$ cat src/rtl/pc_fetch_unit_if.sv
// pc_fetch_unit_if: control, redirect, instruction-memory and decode-side signals of the fetch stage.
interface pc_fetch_unit_if #(
  parameter int PC_WIDTH    = 8,
  parameter int INSTR_WIDTH = 32
);
  logic                   stall;
  logic                   stall_pm;
  logic                   jump_en;
  logic [PC_WIDTH-1:0]    jump_addr;
  logic                   branch_en;
  logic [15:0]            branch_off;
  logic [INSTR_WIDTH-1:0] imem_data;
  logic [PC_WIDTH-1:0]    pc;
  logic [INSTR_WIDTH-1:0] ir_out;
  logic                   ir_valid;
  logic                   halted;
  modport master (
    output stall, stall_pm, jump_en, jump_addr, branch_en, branch_off, imem_data,
    input  pc, ir_out, ir_valid, halted
  );
  modport slave (
    input  stall, stall_pm, jump_en, jump_addr, branch_en, branch_off, imem_data,
    output pc, ir_out, ir_valid, halted
  );
endinterface

$ cat src/rtl/pc_fetch_unit.sv
// pc_fetch_unit: program counter, fetch/decode instruction register and sticky halt detection.
module pc_fetch_unit #(
  parameter int PC_WIDTH    = 8,
  parameter int INSTR_WIDTH = 32,
  parameter int RESET_VEC   = 0,
  parameter int HALT_LIMIT  = 4
) (
  input logic            clk,
  input logic            reset,
  pc_fetch_unit_if.slave bus
);
  typedef enum logic [1:0] {RUN, HOLD, HALT} state_t;
  localparam logic [3:0] CNT_LAST = 4'(HALT_LIMIT - 1);
  state_t                 r_state;
  logic [PC_WIDTH-1:0]    r_pc;
  logic [INSTR_WIDTH-1:0] r_ir;
  logic                   r_valid;
  logic                   r_halted;
  logic [3:0]             r_stall_cnt;
  logic                   w_redirect;
  logic                   w_squash;
  logic                   w_halt;
  logic [PC_WIDTH-1:0]    w_off;
  logic [PC_WIDTH-1:0]    w_next_pc;
  assign w_halt     = r_state == HALT;
  assign w_redirect = bus.jump_en | bus.branch_en;
  assign w_squash   = w_halt | bus.stall_pm | w_redirect | bus.stall;
  assign w_off      = PC_WIDTH'($signed(bus.branch_off));
  // Redirects outrank stall: the stall block raises stall in the same cycle a jump decodes.
  assign w_next_pc  = w_halt        ? r_pc :
                      bus.jump_en   ? bus.jump_addr :
                      bus.branch_en ? r_pc + PC_WIDTH'(1) + w_off :
                      bus.stall     ? r_pc :
                                      r_pc + PC_WIDTH'(1);
  always_ff @(posedge clk or posedge reset) begin
    if (reset) begin
      r_state     <= RUN;
      r_pc        <= PC_WIDTH'(RESET_VEC);
      r_ir        <= '0;
      r_valid     <= 1'b0;
      r_halted    <= 1'b0;
      r_stall_cnt <= '0;
    end else begin
      r_pc    <= w_next_pc;
      r_ir    <= w_squash ? '0 : bus.imem_data;
      r_valid <= ~w_squash;
      if (!w_halt)
        r_stall_cnt <= (bus.stall & ~w_redirect) ?
                       ((r_stall_cnt == 4'hF) ? r_stall_cnt : r_stall_cnt + 4'd1) : 4'd0;
      case (r_state)
        RUN:  if (bus.stall & ~w_redirect) r_state <= HOLD;
        HOLD: if (w_redirect | ~bus.stall) r_state <= RUN;
              else if (r_stall_cnt == CNT_LAST) begin
                r_state  <= HALT;
                r_halted <= 1'b1;
              end
        default: r_state <= HALT;
      endcase
    end
  end
  assign bus.pc       = r_pc;
  assign bus.ir_out   = r_ir;
  assign bus.ir_valid = r_valid;
  assign bus.halted   = r_halted;
endmodule

$ cat src/flat_wrapper.sv
// flat-port wrapper written by rule: the top's interface ports become plain ports
module pc_fetch_unit_flat 
#(
  parameter int PC_WIDTH    = 8,
  parameter int INSTR_WIDTH = 32,
  parameter int RESET_VEC   = 0,
  parameter int HALT_LIMIT  = 4
)
  (clk, reset, bus_stall, bus_stall_pm, bus_jump_en, bus_jump_addr, bus_branch_en, bus_branch_off, bus_imem_data, bus_pc, bus_ir_out, bus_ir_valid, bus_halted);
  pc_fetch_unit_if #(.PC_WIDTH(PC_WIDTH), .INSTR_WIDTH(INSTR_WIDTH)) bus_i ();
  input logic clk;
  input logic reset;
  input wire logic [$bits(bus_i.stall)-1:0] bus_stall;
  input wire logic [$bits(bus_i.stall_pm)-1:0] bus_stall_pm;
  input wire logic [$bits(bus_i.jump_en)-1:0] bus_jump_en;
  input wire logic [$bits(bus_i.jump_addr)-1:0] bus_jump_addr;
  input wire logic [$bits(bus_i.branch_en)-1:0] bus_branch_en;
  input wire logic [$bits(bus_i.branch_off)-1:0] bus_branch_off;
  input wire logic [$bits(bus_i.imem_data)-1:0] bus_imem_data;
  output wire logic [$bits(bus_i.pc)-1:0] bus_pc;
  output wire logic [$bits(bus_i.ir_out)-1:0] bus_ir_out;
  output wire logic [$bits(bus_i.ir_valid)-1:0] bus_ir_valid;
  output wire logic [$bits(bus_i.halted)-1:0] bus_halted;
  assign bus_i.stall = bus_stall;
  assign bus_i.stall_pm = bus_stall_pm;
  assign bus_i.jump_en = bus_jump_en;
  assign bus_i.jump_addr = bus_jump_addr;
  assign bus_i.branch_en = bus_branch_en;
  assign bus_i.branch_off = bus_branch_off;
  assign bus_i.imem_data = bus_imem_data;
  assign bus_pc = bus_i.pc;
  assign bus_ir_out = bus_i.ir_out;
  assign bus_ir_valid = bus_i.ir_valid;
  assign bus_halted = bus_i.halted;
  pc_fetch_unit #(.PC_WIDTH(PC_WIDTH), .INSTR_WIDTH(INSTR_WIDTH), .RESET_VEC(RESET_VEC), .HALT_LIMIT(HALT_LIMIT)) u_core (.clk(clk), .reset(reset), .bus(bus_i));
endmodule
$ cat config.mk
export PLATFORM = sky130hd
export DESIGN_NAME = pc_fetch_unit_flat
export DESIGN_NICKNAME = d
export VERILOG_FILES = /design/src/rtl/pc_fetch_unit_if.sv /design/src/rtl/pc_fetch_unit.sv /design/src/flat_wrapper.sv
export SDC_FILE = /design/constraint.sdc
export NUM_CORES = 1
export LEC_CHECK = 0
export BUFFER_PORTS_ARGS = -buffer_cell sky130_fd_sc_hd__buf_2
export CAP_MARGIN = 15
export CELL_PAD_IN_SITES_DETAIL_PLACEMENT = 1
export CELL_PAD_IN_SITES_GLOBAL_PLACEMENT = 1
export CORE_MARGIN = 2
export CORE_UTILIZATION = 37
export CTS_CLUSTER_SIZE = 16
export DETAILED_ROUTE_END_ITERATION = 8
export PLACE_DENSITY_LB_ADDON = 0.1
export REMOVE_ABC_BUFFERS = 1
export SYNTH_ARGS = -nofsm -noshare
export SYNTH_HDL_FRONTEND = slang
export SYNTH_SLANG_ARGS = --single-unit
$ cat constraint.sdc
create_clock -name clk -period 5.1 [get_ports clk]
set_clock_uncertainty 0.05 [all_clocks]
set_input_delay 1.53 -clock clk [delete_from_list [all_inputs] [get_ports clk]]
set_output_delay 1.53 -clock clk [all_outputs]
set_load 0.01 [all_outputs]
==> flow_metrics.tcl, run 1 <==
set metrics [dict create \
    row_count 28 \
    highest_layer "met4" \
    gp_congestion 0.733 \
    synth_area_leaders "dfrtp_1 (53%), and2_1 (9.1%), ha_1 (5.5%)" \
    status "completed" \
    nets 386 \
    synth_top_area_frac 0.528 \
    synth_area_sq_um 2270 \
    met3_length_um 406 \
    fmax_ghz 0.314 \
    cts_root_buffer "clkbuf_8" \
    grt_use_total 0.171 \
    finalCritPeriodShare 0.624 \
    drv_cap 0 \
    die_area_sq_um 6790 \
    end_kind "flip-flop" \
    yosys_warnings 0 \
    hp-class "reg -> reg" \
    crit_required_ns 5.22 \
    die_h_um 82.4 \
    grt_pass1_wl_mm 8.93 \
    antenna_found_initial 0 \
    clock_path_buffers 2 \
    final.min_clock_period_ns 3.18 \
    nFillCells 712 \
    vias 1896 \
    worstSetupPathType "in -> reg" \
    drv_slew 0 \
    rsz0062_at_grt "false" \
    die_width_um 82.4 \
    portBuffers 95 \
    grt_max_degree 49 \
    tightest_slew_ns 0.995 \
    regArea_sq_um 1200 \
    cts_setup_buffers 0 \
    multiInputGateArea_sq_um 1030 \
    arrival_ns 3.30 \
    utilization 0.500 \
    hpwl_mm 4.38 \
    grt_overflow_total 0 \
    synth_cell_types 40 \
    cts_tree "built" \
    initial_core_util 0.384 \
    relSlewSlack 0.336 \
    syn2layout_area_growth_pct 30.2 \
    grt_pass1_vias 1911 \
    path_clk_slew_ns 0.08 \
    reg2reg_slack_ns 2.26 \
    startpoint_type "input port" \
    ant_nets 0 \
    routed_wl_mm 5.58 \
    final_hold_viol_count 0 \
    cellLeakagePower_nw 1.61 \
    drive_gt1_frac 0.355 \
    insertion_delay_ns 0.28 \
    crit_fanout 2 \
    viasPerCell 4.89 \
    synth_cells 217 \
    yosysSeqAreaShare 0.528 \
    cts_sinks 48 \
    numCtsBuffers 5 \
    met1_length_mm 2.25 \
    drt_iter0_drc 38 \
    drc 0 \
    tns_ns 0 \
    n_antenna_cell 0 \
    synth.avg_cell_area_sq_um 10.5 \
    detail_route.wl_per_cell_um 14.4 \
    synth-seq-cells 48 \
    core_area_sq_um 5920 \
    setup_viol 0 \
    synth_top_area_cell "dfrtp_1" \
    hold_buffers 0 \
    cts_resized 0 \
    ios 104 \
    wl_met2_mm 2.88 \
    first_pass_iters 4 \
    irDropWorstVdd_v 0.000227 \
    powerDensity_nw_per_um2 341 \
    htreeDepth 2 \
]
## where the power goes
| part | switching, mW | internal [mW] | total, mW |
|---|---|---|---|
| Combinational | 0.149 | 0.127 | 0.276 |
| Clock | 0.119 | 0.193 | 0.312 |
| Sequential | 0.0221 | 0.400 | 0.422 |
## cell usage after synthesis
| library cell | n |
|---|---|
| a211oi_1 | 1 |
| a211oi_2 | 1 |
| a21boi_0 | 1 |
| a21o_1 | 2 |
| a21o_2 | 1 |
| a21oi_1 | 11 |
| a31oi_1 | 2 |
| a41o_1 | 1 |
| and2_1 | 33 |
| and4_4 | 1 |
| buf_2 | 1 |
| clkbuf_1 | 6 |
| dfrtp_1 | 48 |
| fa_1 | 1 |
| ha_1 | 10 |
| inv_1 | 7 |
| mux2i_1 | 2 |
| nand2_1 | 16 |
| nand2_2 | 1 |
| nand2b_1 | 3 |
| nand3_1 | 11 |
| nor2_1 | 12 |
| nor2b_1 | 2 |
| nor3_1 | 4 |
| nor3b_1 | 1 |
| nor3b_2 | 1 |
| nor4b_1 | 1 |
| nor4b_2 | 1 |
| o211a_1 | 1 |
| o211ai_1 | 1 |
| o21ai_0 | 8 |
| o21ai_1 | 6 |
| o21bai_1 | 2 |
| o221ai_1 | 2 |
| o22ai_1 | 1 |
| o41ai_1 | 2 |
| or3_1 | 2 |
| or4_4 | 1 |
| xnor2_1 | 5 |
| xor2_1 | 4 |
## worst max-delay path, stage by stage
cell      delay (ns)
buf_2           0.12
ha_1            0.32
a211oi_2        0.25
nor3_1          0.11
or4_4           0.50
a31oi_1         0.23
o21ai_0         0.10
nor3b_2         0.15
## final cells by class
cell class | count | share of cell area
sequential | 48 | 0.406
multi-input combinational | 155 | 0.347
timing repair buffer | 96 | 0.163
tap | 75 | 0.0317
clock buffer | 5 | 0.0232
clock inverter | 2 | 0.0203
inverter | 7 | 0.00887
## sequential cells by signal, summed over array words and instances (netlist names)
| register | flops |
|---|---|
| u_core.bus.ir_out | 32 |
| u_core.r_state | 2 |
| u_core.bus.ir_valid | 1 |
| u_core.bus.pc | 8 |
| u_core.bus.halted | 1 |
| u_core.r_stall_cnt | 4 |
## layer usage
metal | global-route usage | vias to the layer above
met5 | 0 | -
met4 | 0.0400 | 0
met3 | 0.0500 | 4
met2 | 0.310 | 57
met1 | 0.199 | 901
li1 | - | 934
## metrics by stage
step	hold WS, ns	power, mW	area (sq um)	setup slack, ns	std cells
6_report	0.426	1.01	2960	1.92	388
5_1_grt	0.460	1.07	2960	1.82	388
3_5_place_dp	0.416	0.709	2830	1.60	381
3_3_place_gp	0.409	0.701	2830	1.62	381
2_1_floorplan	0.392	0.619	2250	1.86	210
4_1_cts	0.439	1.03	2960	1.91	388
## path summary, 6_finish.rpt
| check | start | to | cells after the start |
|---|---|---|---|
| max | bus_branch_off[1] | u_core.bus.pc[7] | 8 |
| min | u_core.bus.halted | u_core.bus.halted | 1 |
| max reg2reg | u_core.bus.pc[2] | u_core.bus.pc[7] | 10 |
| min reg2reg | u_core.bus.halted | u_core.bus.halted | 1 |
| max in group asynchronous | reset | u_core.bus.pc[3] | 2 |
| min in group asynchronous | reset | u_core.bus.ir_out[31] | 2 |
## cell families after synthesis
group                    synth area share
adder cells (fa/ha/maj)            0.0638
multiplexers                      0.00880
AND/OR/NAND/NOR                     0.221
AO/OA/AOI/OAI                       0.120
flip-flops                          0.528
XOR/XNOR                           0.0347
buffers and inverters              0.0237
## cell usage in the layout (no fill, tap or decap), types with 3 or more instances in the layout
master	n
buf_2	95
dfrtp_1	48
and2_1	33
nand2_1	16
nor2_1	12
nand3_1	11
a21oi_1	11
ha_1	10
o21ai_0	8
inv_1	6
o21ai_1	6
xnor2_1	5
clkbuf_8	5
nor3_1	4
xor2_1	4
nand2b_1	3
Note: power is estimated with default switching activity, not from simulation.
==> inputs of run 2 (changes only) <==
Settings changed: CORE_UTILIZATION 37 to 34.
Clock period 5.1 ns to 3.2 ns, I/O delays scaled along.
==> run 2 against run 1 <==
Effect of this change: non-clock buffer count is 3 higher; highest routed layer unchanged; design area is 0.25% lower; sequential share of layout area is 0.10 points higher.
==> flow_metrics.tcl, run 2 (synthesized netlist as in run 1, its figures left out) <==
set metrics [dict create \
    status "completed" \
    die_h_um 85.8 \
    die_width_um 85.8 \
    n_antenna_cell 0 \
    row_count 29 \
    place_ws_ns 0.224 \
    cellLeakagePower_nw 1.61 \
    instances_no_fill 394 \
    grt_use_total 0.168 \
    hold_depth 1 \
    cts_tree "built" \
    cts_resized 0 \
    setup_slack_ns 0.364 \
    hpwl_mm 4.52 \
    viasPerCell 4.87 \
    grt_pass1_wl_mm 9.69 \
    reg2reg_to "u_core.bus.pc[7]" \
    r2r_cells 10 \
    cts_sinks 48 \
    tns_ns 0 \
    ios 104 \
    relSlewSlack 0.601 \
    numCtsBuffers 5 \
    tightest_slew_ns 0.599 \
    nets 389 \
    final.min_clock_period_ns 2.84 \
    cts_root_buffer "clkbuf_8" \
    stdcell_area_sq_um 2950 \
    gp_congestion 0.793 \
    reg2reg_slack_ns 0.36 \
    min_to "u_core.bus.halted" \
    hp-class "reg -> reg" \
    final_common_cell "buf_2" \
    antenna_found_initial 0 \
    worstReg2RegStart "u_core.bus.pc[3]" \
    irDropWorstVdd_v 0.000237 \
    crit_required_ns 3.33 \
    drc 0 \
    layout_common_cells "buf_2 (95), dfrtp_1 (48), and2_1 (33)" \
    grt_max_degree 49 \
    placed_cells 386 \
    path_clk_slew_ns 0.09 \
    crit_fanout 5 \
    cts_setup_buffers 0 \
    drt_iter0_drc 103 \
    fmax_ghz 0.353 \
    grt_overflow_total 0 \
    core_area_sq_um 6420 \
    drv_cap 0 \
    final_hold_viol_count 0 \
    whs_ns 0.434 \
    place_area_sq_um 2860 \
    die_area_sq_um 7360 \
    powerDensity_nw_per_um2 512 \
    routed_wl_mm 5.79 \
    syn2layout_area_growth_pct 29.9 \
    grt_pass1_vias 2046 \
    worstSetupPathType "reg -> reg" \
    htreeDepth 2 \
    hp-start "u_core.bus.halted" \
    detail_route.wl_per_cell_um 14.7 \
    arrival_ns 2.97 \
    totalPowerFinal_mw 1.51 \
    first_pass_iters 6 \
    clock_path_buffers 2 \
    ant_nets 0 \
    end_kind "flip-flop" \
    drv_slew 0 \
    hold_buffers 0 \
    finalCritPeriodShare 0.886 \
    portBuffers 95 \
    startpoint_type "flip-flop" \
    drive_gt1_frac 0.363 \
    largest_register_ffs 32 \
    insertion_delay_ns 0.30 \
    rsz0062_at_grt "false" \
    initial_core_util 0.354 \
    vias 1917 \
    utilization 0.460 \
    setup_viol 0 \
]
[run 2: per-layer routing]
layer,part of all wire,vias to the layer above,GRT usage,wire [um]
met2,0.49,60,0.271,2820
met1,0.42,918,0.214,2460
met5,0,-,0,0
li1,-,934,-,-
met4,0.0071,0,0.0462,41
met3,0.082,5,0.0616,474
[run 2: cell type report]
type                    count  area [sq um]
clock buffers               6          82.6
clock inverters             2          13.8
fillers                   767          3470
inverters                   7          26.3
multi-input cells         155          1030
flip-flops and latches     48          1200
well taps                  77          96.3
repair buffers             99           505
[run 2: worst max path at each step]
stage,slack [ns],depth (start not counted),from,end
final,0.36,10,u_core.bus.pc[3],u_core.bus.pc[7]
after detailed placement,0.22,8,bus_branch_off[1],u_core.bus.pc[7]
after global routing,0.13,10,u_core.bus.pc[3],u_core.bus.pc[7]
after floorplan,0.53,7,bus_branch_off[1],u_core.bus.pc[7]
after CTS,0.32,10,u_core.bus.pc[3],u_core.bus.pc[7]
after global placement,0.30,8,bus_branch_off[1],u_core.bus.pc[7]
[run 2: worst max-delay path, cell delays in order, from the launching register on]
cell and delay (ns):
dfrtp_1 0.44, nand3_1 0.13, nor2_1 0.22, xor2_1 0.24
ha_1 0.31, a21oi_1 0.20, nand2_2 0.08, or4_4 0.52
and4_4 0.20, nor3_1 0.24, nor3b_2 0.08
[run 2: power by group]
group | total [mW] | internal, mW | leakage (nW) | switching [mW]
combinational | 0.459 | 0.211 | 0.914 | 0.248
clock | 0.383 | 0.177 | 0.0516 | 0.206
sequential | 0.671 | 0.638 | 0.648 | 0.0337
total | 1.51 | 1.03 | 1.61 | 0.488
